===== src/rtl/dm_access_unit.sv =====
// M-stage data-memory access unit: aligns stores to byte lanes, runs a req/ack
// memory transaction with timeout, and returns extended load data or an error code.
module dm_access_unit #(
  parameter int DATA_W  = 32,
  parameter int ADDR_W  = 32,
  parameter int TIMEOUT = 255
) (
  input  logic                  clk,
  input  logic                  reset,
  input  logic                  req_valid,
  output logic                  req_ready,
  input  logic                  req_we,
  input  logic [1:0]            req_size,
  input  logic                  req_unsigned,
  input  logic [ADDR_W-1:0]     req_addr,
  input  logic [DATA_W-1:0]     req_wdata,
  output logic                  resp_valid,
  output logic [DATA_W-1:0]     resp_rdata,
  output logic [1:0]            resp_err,
  output logic                  mem_req,
  output logic                  mem_we,
  output logic [ADDR_W-1:0]     mem_addr,
  output logic [DATA_W/8-1:0]   mem_byteen,
  output logic [DATA_W-1:0]     mem_wdata,
  input  logic                  mem_ack,
  input  logic [DATA_W-1:0]     mem_rdata
);
  localparam int BYTES = DATA_W / 8;
  localparam int OFF_W = $clog2(BYTES);
  localparam int CNT_W = $clog2(TIMEOUT + 1);
  localparam logic [CNT_W-1:0] CNT_LAST = CNT_W'(TIMEOUT - 1);

  typedef enum logic [1:0] {IDLE, MEM, RESP} state_e;

  state_e              state_q, state_d;
  logic [CNT_W-1:0]    cnt_q, cnt_d;
  logic [OFF_W-1:0]    off_q, off_d;
  logic [1:0]          size_q, size_d;
  logic                uns_q, uns_d, we_q, we_d;
  logic                req_ready_q, req_ready_d;
  logic                resp_valid_q, resp_valid_d;
  logic [DATA_W-1:0]   resp_rdata_q, resp_rdata_d;
  logic [1:0]          resp_err_q, resp_err_d;
  logic                mem_req_q, mem_req_d, mem_we_q, mem_we_d;
  logic [ADDR_W-1:0]   mem_addr_q, mem_addr_d;
  logic [BYTES-1:0]    mem_byteen_q, mem_byteen_d;
  logic [DATA_W-1:0]   mem_wdata_q, mem_wdata_d;

  // Request decode
  logic [3:0]          size_bytes;
  logic [OFF_W-1:0]    off;
  logic                size_bad, misal;
  logic [BYTES-1:0]    lanes, st_byteen;
  logic [DATA_W-1:0]   wdata_m, st_wdata;

  assign size_bytes = 4'd1 << req_size;
  assign off        = req_addr[OFF_W-1:0];
  assign size_bad   = {28'd0, size_bytes} > BYTES;
  assign misal      = (off & OFF_W'(size_bytes - 4'd1)) != '0;

  always_comb begin
    lanes   = '0;
    wdata_m = '0;
    for (int i = 0; i < BYTES; i++)
      if (i < int'(size_bytes)) lanes[i] = 1'b1;
    for (int i = 0; i < DATA_W; i++)
      if (i < (8 << req_size)) wdata_m[i] = req_wdata[i];
  end

  assign st_byteen = lanes << off;
  assign st_wdata  = wdata_m << {off, 3'b000};

  // Load lane extraction and sign/zero extension
  logic [DATA_W-1:0] ld_lane, ld_ext;
  logic              ld_sign;

  assign ld_lane = mem_rdata >> {off_q, 3'b000};

  always_comb begin
    ld_sign = 1'b0;
    ld_ext  = ld_lane;
    for (int i = 0; i < DATA_W; i++)
      if (i == (8 << size_q) - 1) ld_sign = ld_lane[i];
    for (int i = 0; i < DATA_W; i++)
      if (i >= (8 << size_q)) ld_ext[i] = ~uns_q & ld_sign;
  end

  always_comb begin
    state_d      = state_q;
    cnt_d        = cnt_q;
    off_d        = off_q;
    size_d       = size_q;
    uns_d        = uns_q;
    we_d         = we_q;
    req_ready_d  = req_ready_q;
    resp_valid_d = 1'b0;
    resp_rdata_d = resp_rdata_q;
    resp_err_d   = resp_err_q;
    mem_req_d    = mem_req_q;
    mem_we_d     = mem_we_q;
    mem_addr_d   = mem_addr_q;
    mem_byteen_d = mem_byteen_q;
    mem_wdata_d  = mem_wdata_q;
    unique case (state_q)
      IDLE: begin
        req_ready_d  = 1'b1;
        resp_rdata_d = '0;
        resp_err_d   = 2'd0;
        if (req_valid) begin
          req_ready_d = 1'b0;
          off_d       = off;
          size_d      = req_size;
          uns_d       = req_unsigned;
          we_d        = req_we;
          if (size_bad) begin
            resp_err_d   = 2'd2;
            resp_valid_d = 1'b1;
            state_d      = RESP;
          end else if (misal) begin
            resp_err_d   = 2'd1;
            resp_valid_d = 1'b1;
            state_d      = RESP;
          end else begin
            mem_req_d    = 1'b1;
            mem_we_d     = req_we;
            mem_addr_d   = {req_addr[ADDR_W-1:OFF_W], {OFF_W{1'b0}}};
            mem_byteen_d = req_we ? st_byteen : '0;
            mem_wdata_d  = st_wdata;
            cnt_d        = '0;
            state_d      = MEM;
          end
        end
      end
      MEM: begin
        // Ack takes priority over a timeout on the same cycle
        if (mem_ack) begin
          mem_req_d    = 1'b0;
          mem_we_d     = 1'b0;
          mem_byteen_d = '0;
          resp_rdata_d = we_q ? '0 : ld_ext;
          resp_err_d   = 2'd0;
          resp_valid_d = 1'b1;
          state_d      = RESP;
        end else if (cnt_q == CNT_LAST) begin
          mem_req_d    = 1'b0;
          mem_we_d     = 1'b0;
          mem_byteen_d = '0;
          resp_rdata_d = '0;
          resp_err_d   = 2'd3;
          resp_valid_d = 1'b1;
          state_d      = RESP;
        end else begin
          cnt_d = cnt_q + CNT_W'(1);
        end
      end
      RESP: begin
        req_ready_d  = 1'b1;
        resp_rdata_d = '0;
        resp_err_d   = 2'd0;
        state_d      = IDLE;
      end
      default: state_d = IDLE;
    endcase
  end

  always_ff @(posedge clk) begin
    if (reset) begin
      state_q      <= IDLE;
      cnt_q        <= '0;
      off_q        <= '0;
      size_q       <= '0;
      uns_q        <= 1'b0;
      we_q         <= 1'b0;
      req_ready_q  <= 1'b1;
      resp_valid_q <= 1'b0;
      resp_rdata_q <= '0;
      resp_err_q   <= '0;
      mem_req_q    <= 1'b0;
      mem_we_q     <= 1'b0;
      mem_addr_q   <= '0;
      mem_byteen_q <= '0;
      mem_wdata_q  <= '0;
    end else begin
      state_q      <= state_d;
      cnt_q        <= cnt_d;
      off_q        <= off_d;
      size_q       <= size_d;
      uns_q        <= uns_d;
      we_q         <= we_d;
      req_ready_q  <= req_ready_d;
      resp_valid_q <= resp_valid_d;
      resp_rdata_q <= resp_rdata_d;
      resp_err_q   <= resp_err_d;
      mem_req_q    <= mem_req_d;
      mem_we_q     <= mem_we_d;
      mem_addr_q   <= mem_addr_d;
      mem_byteen_q <= mem_byteen_d;
      mem_wdata_q  <= mem_wdata_d;
    end
  end

  assign req_ready  = req_ready_q;
  assign resp_valid = resp_valid_q;
  assign resp_rdata = resp_rdata_q;
  assign resp_err   = resp_err_q;
  assign mem_req    = mem_req_q;
  assign mem_we     = mem_we_q;
  assign mem_addr   = mem_addr_q;
  assign mem_byteen = mem_byteen_q;
  assign mem_wdata  = mem_wdata_q;
endmodule

===== config.mk =====
export PLATFORM = sky130hd
export DESIGN_NAME = dm_access_unit
export DESIGN_NICKNAME = d
export VERILOG_FILES = /design/src/rtl/dm_access_unit.sv
export SDC_FILE = /design/constraint.sdc
export NUM_CORES = 1
export LEC_CHECK = 0
export ABC_AREA = 1
export CAP_MARGIN = 40
export CORE_MARGIN = 4
export CORE_UTILIZATION = 41
export DETAILED_ROUTE_END_ITERATION = 8
export PLACE_DENSITY = 0.77
export SYNTH_ARGS = -nofsm -noshare
export SYNTH_HDL_FRONTEND = slang
export SYNTH_SLANG_ARGS = --single-unit
export TNS_END_PERCENT = 5

===== constraint.sdc =====
create_clock -name clk -period 1.5 [get_ports clk]
set_clock_uncertainty 0.05 [all_clocks]
set_input_delay 0.15 -clock clk [delete_from_list [all_inputs] [get_ports clk]]
set_output_delay 0.15 -clock clk [all_outputs]
set_load 0.01 [all_outputs]

== Word level (Yosys, flattened, before mapping) ==
Cells that the tools add are included.
Word-level totals
  flip-flop bits (word level): 120
  word-level logic and storage cells: 300
  output and inout port bits: 106
  memory bits (writable): 0
  latch bits: 0
  bits in read-only memories: 0
  memories kept: 0
  input port bits: 104
Cells by class
  reductions and logical operators: 15
  shift operators: 6
  bitwise logic cells: 5
  add/subtract/negate cells: 3
  divide/modulo/power cells: 0
  multiply operators: 0
  magnitude comparators: 69
  mux-type cells: 147
  equal/unequal tests: 40
Operators by type and width (number)
  6-bit by 32-bit == test with 1-bit output (first input constant): 16
  6-bit by 32-bit >= comparator with 1-bit output (first input constant): 16
  6-bit by 32-bit < comparator with 1-bit output (first input constant): 16
  5-bit by 32-bit == test with 1-bit output (first input constant): 8
  5-bit by 32-bit >= comparator with 1-bit output (first input constant): 8
  5-bit by 32-bit < comparator with 1-bit output (first input constant): 8
  4-bit by 32-bit == test with 1-bit output (first input constant): 4
  4-bit by 32-bit >= comparator with 1-bit output (first input constant): 4
  4-bit by 32-bit < comparator with 1-bit output (first input constant): 4
  1-bit two-way mux: 115
  32-bit two-way mux: 3
  3-bit by 32-bit == test with 1-bit output (first input constant): 2
  3-bit by 32-bit >= comparator with 1-bit output (first input constant): 2
  3-bit by 32-bit < comparator with 1-bit output (first input constant): 2
  32-bit case mux with 2 select lines: 1
  4-bit by 2-bit << shifter with 32-bit output (first input constant): 2
  8-bit two-way mux: 5
  2-bit by 32-bit == test with 1-bit output (first input constant): 1
  1-bit by 32-bit >= comparator with 1-bit output (first input constant): 1
  2-bit by 32-bit >= comparator with 1-bit output (first input constant): 1
  32-bit logical NOT: 1
  1-bit by 32-bit < comparator with 1-bit output (first input constant): 1
  2-bit by 32-bit < comparator with 1-bit output (first input constant): 1
  32-bit by 5-bit << shifter with 32-bit output: 1
  other kinds (32): 62

== Depth between registers and ports, before layout ==
  depth after elaboration: 40
  gate-level depth with buffers: 12
  mapped depth without buffers: 10

== Worst setup path before layout ==
OpenSTA, ideal clock, no wires.
  path kind: register to register
  start point: register cnt_q[0]
  end point: register resp_rdata_q[20] (netlist: resp_rdata[20])
  data required time: 1.380 ns
  buffers on the path: 1
  cell stages (with the launch flop): 12
  clock period less this slack: 1.641 ns
  arrival time: 1.520 ns
  path slack: -0.141 ns
  cells stage by stage: dfxtp_1 > inv_1 > ha_1 > and3_1 > nand2_1 > nand2_2 > nand2_4 > o21ai_4 > inv_4 > buf_2 > nand2_1 > a21oi_1
Between the ends
  cells in the longest elaborated chain, start to end: 3
Ends and longest elaborated chain
  start: declaration: line 36  | logic [CNT_W-1:0] cnt_q, cnt_d;
  start signal: assignment: line 185  | cnt_q <= cnt_d;
  8-bit == test: line 144  | end else if (cnt_q == CNT_LAST) begin
  3-bit != test (no line)
  2-bit AND reduction (no line)
  end signal: assignment: line 192  | resp_rdata_q <= resp_rdata_d;
  end: declaration: line 42  | logic [DATA_W-1:0] resp_rdata_q, resp_rdata_d;
Every way passes these cells.
A chain may end at the register's enable or synchronous reset.

== Worst setup path in the final report ==
  start point: register state_q[1]
  end point: register mem_addr_q[19] (netlist: mem_addr[19])
Between the ends
  cells in the longest elaborated chain, start to end: 2
Ends and longest elaborated chain
  start: declaration: line 35  | state_e state_q, state_d;
  start signal: assignment: line 184  | state_q <= state_d;
  2-bit logical NOT: line 104  | unique case (state_q)
  4-bit AND reduction (no line)
  end signal: assignment: line 196  | mem_addr_q <= mem_addr_d;
  end: declaration: line 45  | logic [ADDR_W-1:0] mem_addr_q, mem_addr_d;
Every way passes these cells.

==> run summary <==
The run finished, with violations left. The final reports fail on negative setup slack. The logs give 40.9% for the proportion of synthesized chip area in sequential cells and 1.94 ns for the data arrival time of the critical path. In this run the horizontal extent of the chip is 128 um.

The area share of and/or/nand/nor cells after synthesis is 28.1%. The share of synthesized area spent on multiplexers was 0.341%. The power density normalized to cell area was 1100 mW/mm^2. Data on the critical path is required at its endpoint by 1.82 ns.

The logs give 68.6% for the final design utilization and 0 for the leftover overflow at the end of global routing. STA classifies the critical path endpoint as a register. The number of global-route vias before repair was 6543. The largest family of logic cells by synthesized area was simple AND/OR/NAND/NOR gates.

In the synthesized netlist, the cells that appear most often are 177 x nand2_1, 120 x dfxtp_1, 115 x nor2_1. In this run the count of I/O pins placed on the die edge is 210. Summing all placed instances gives a cell area of 0.00863 sq mm. For the setup-violating endpoint count in the final report, the log shows 101. The number of buffers and inverters on the critical path is 4, and the met2 usage is 42.6%.

Per report_power, the sequential group accounts for 33.6% of the total. In this run the biggest area consumer among cell types represents 40.9% of the synthesized area. The total of fill cells in the finished design was 1176; the final weighted congestion in routability-driven placement was 0.875. Of all flip-flops after synthesis, the portion carrying an async set or reset was 0%. After Yosys synthesis, XOR and XNOR cells account for 0.745% of the synthesized area. The per-cell routed wire length was 16.9 um. The share of total power in combinational logic was 24.1%; the leakage power summed over all cells was 4.33 nW. The detailed router finished its first iteration with 647 violations. The tools report the met3 demand-to-capacity share in global routing as 10.0%. Clock-pin slew was measured on the worst setup and hold paths at 0.06 ns. The count of nets left with antenna violations once routing finished came out at 0.

Most instantiated library cell after synthesis: nand2_1. The number of diodes is 0, and the delay of the slowest cell on the worst path is 0.33 ns. Of all cell types, the one taking the most synthesized area is dfxtp_1. The area added between synthesis and finish was 62.7%. On the critical path the largest part of the delay comes from buffers and inverters.

Sorting the synthesized cells by area gives the leading types as dfxtp_1 41%, nand2_1 11%, o21ai_0 9.2%. The worst supply voltage drop on vdd was 0.941 mV. The final HPWL from detailed placement was 14600 um. The signal on the critical path passes through inv_4, ha_4, nand2_4, buf_6, nor2_4, buf_12, clkbuf_16, o21ai_0, nor2_1. The run gives 33100 um as the global-route wire length before repair. The critical path in this run is classified as register to register. The kind of path behind the tightest hold check is input port to register. The logs give 0 for the number of pins with negative max-slew slack in the final report and 7.41 mW for the total internal power. The max-capacitance violation count was 0. The share of power burned in the clock network is 42.2%, and the count of final hold-check violations is 0. Yosys mapped a number of flops with a built-in enable equal to 0. For this run, design rule violations remaining after detail routing come to 0. The number of buffer cells added on primary ports came out at 207.

The tools report the warning count from the yosys run as 0. The run gives 6 as the iteration count of the initial detailed-routing pass. The standard cell with the maximum stage delay on the critical path was dfxtp_2.

The global routing's busiest layer was met2. In this run the worst path has a maximum fanout of 12. The worst path uses 108% of the clock period.

The run gives 0.43 ns as the clock latency on the worst-skew pair. Wires add up to 21800 um. The run gives 42.2% as the effective utilization at floorplan. Setup repair after global routing could not meet its margin everywhere.

Height of the die: 128 um. For the core area, the log shows 0.0139 sq mm. Counting tap cells, the placed design contains a total of 1250 instances. The logs give 25.7% for the total global routing track utilization and 842 for the gate count of the mapped netlist. A synthesized cell averages 6.98 sq um. The average via count per standard cell was 5.35. The final layout contains 1210 nets.

In the final layout, the share of cells above drive strength 1 is 17.8%. The die covers 0.0163 sq mm. In this run, synthesis produced a sequential element count of 120.

Once layout is done, the placed cells without fillers occupy 0.00956 sq mm. Summing over every cut layer, the via total after detailed routing is 6917. The H-tree depth was 4. Summing the areas of all compound-gate instances in the mapped netlist gives 21.1% of the synthesized area.

The largest net degree at the start of global routing was 53; the number of antenna violations at the first check in global routing was 0. The tree built by TritonCTS fans out to 120 sinks. After Yosys synthesis, full adders, half adders and majority gates account for 1.28% of the synthesized area. The tightest slew margin relative to the limit is 58.7%.

The logs give 43 for the cell row count and 44 for the distinct cell type count of the synthesized netlist. The post-synthesis instance area is 0.00588 sq mm. Subtracting the final worst setup slack from the clock period gives 1.63 ns. Smallest setup slack after layout: -0.126 ns. In the global route stage, met1 resource usage came out at 30.2%. TritonCTS built the clock tree. The longest clock path from root to sink contains 2 buffers. In this run switching power makes up 29.3% of total power. For the pin with the worst max-slew slack, the measured transition is 0.619 ns.

Counting the buffers created by CTS gives 17. STA classifies the critical path startpoint as a register. Based on the critical path, the design can be clocked at up to 615 MHz. The finished layout holds 1293 standard cells, fillers aside. The most used flip-flop cell after synthesis was dfxtp_1.

For this design the total switching power over the nets is 3.07 mW. CTS placed an instance of clkbuf_16 at the clock tree root.
-- power groups by stage --
stage / Sequential, mW / Combinational (mW) / Clock, mW
final: 3.52 / 2.53 / 4.42
after global routing: 3.54 / 2.74 / 4.62
after CTS: 3.51 / 2.39 / 4.49
after detailed placement: 3.58 / 2.41 / 0
after global placement: 3.57 / 2.39 / 0
after floorplan: 3.65 / 1.13 / 0
-- per-stage QoR --
step	total power, mW	setup WS, ns	TNS [ns]	hold WS [ns]
final	10.5	-0.126	-6.33	0.215
after global routing	10.9	-0.205	-15.12	0.242
after CTS	10.4	-0.183	-5.73	0.235
after detailed placement	5.98	-0.323	-22.86	0.403
after global placement	5.96	-0.312	-19.04	0.393
after floorplan	4.78	-0.0132	-0.538	0.235
-- cells by family after synthesis --
logic type                 after synthesis
adders and majority gates                6
AOI/OAI and AO/OA                      230
xor gates and xnor gates                 5
other                                    2
buffers and inverters                   92
and+or+nand+nor                        385
muxes                                    2
DFF                                    120
-- final timing paths --
kind	depth (start not counted)	endpoint	startpoint	slack, ns
worst max register to register	9	mem_addr[19]$_SDFFE_PP0P_	state_q[1]$_SDFFE_PP0P_	-0.13
worst min-delay path	3	size_q[0]$_SDFFE_PP0P_	req_size[0]	0.21
worst min register to register	2	resp_rdata[11]$_SDFFE_PP0P_	resp_rdata[11]$_SDFFE_PP0P_	0.41
worst max-delay path	9	mem_addr[19]$_SDFFE_PP0P_	state_q[1]$_SDFFE_PP0P_	-0.13
-- registers in the layout (all words and copies together), names as in the netlist, 2 cells and up --
register and cells:
mem_addr 30, mem_byteen 4, off_q 2, mem_wdata 32, cnt_q 8, size_q 2
state_q 2, resp_err 2, resp_rdata 32
-- metal layers --
layer | part of all wire, % | vias up
met3 | 11 | 48
met5 | 0 | -
met4 | 2.6 | 0
met2 | 48 | 370
met1 | 39 | 3177
li1 | - | 3322
-- worst reg2reg max path, delay by kind of cell, from the launching register on --
family / cells / cell delay, ns
AO/OA/AOI/OAI: 1 / 0.08
buffers and inverters: 4 / 0.57
AND/OR/NAND/NOR: 3 / 0.38
adder cells (fa/ha/maj): 1 / 0.17
flip-flops: 1 / 0.33
-- timing repair --
| action | CTS | global route |
|---|---|---|
| endpoints found under the setup margin | 216 | 108 |
| setup buffers | 4 | 3 |
| gates resized for setup | 138 | 49 |
| cloned | 1 | 4 |
| hold buffers | 0 | 0 |
| pin swaps | 31 | 21 |
-- cell type report --
type,count,area (sq um),share of cell area [%]
repair buffers,297,2880,30.1
flip-flops and latches,120,2410,25.2
well taps,180,225,2.36
inverters,32,133,1.39
multi-input cells,632,3280,34.3
clock buffers,18,439,4.59
clock inverters,14,198,2.07
-- cell usage in the layout, fill, tap and decap left out, types with 6 or more instances in the layout --
cell,synthesis,routed
nand2_1,177,173
dfxtp_1,120,115
nor2_1,115,110
dlygate4sd2_1,0,104
clkdlybuf4s50_1,0,101
o21ai_0,108,88
a21oi_1,91,86
buf_4,5,67
nand3_1,65,62
inv_1,26,21
clkbuf_16,0,20
o21ai_1,1,12
buf_12,0,11
o21ai_2,1,9
nand2_2,10,8
o21bai_1,8,8
a21oi_2,2,7
nand2_4,2,6
buf_6,7,6
Note: power is estimated with default switching activity, not from simulation.
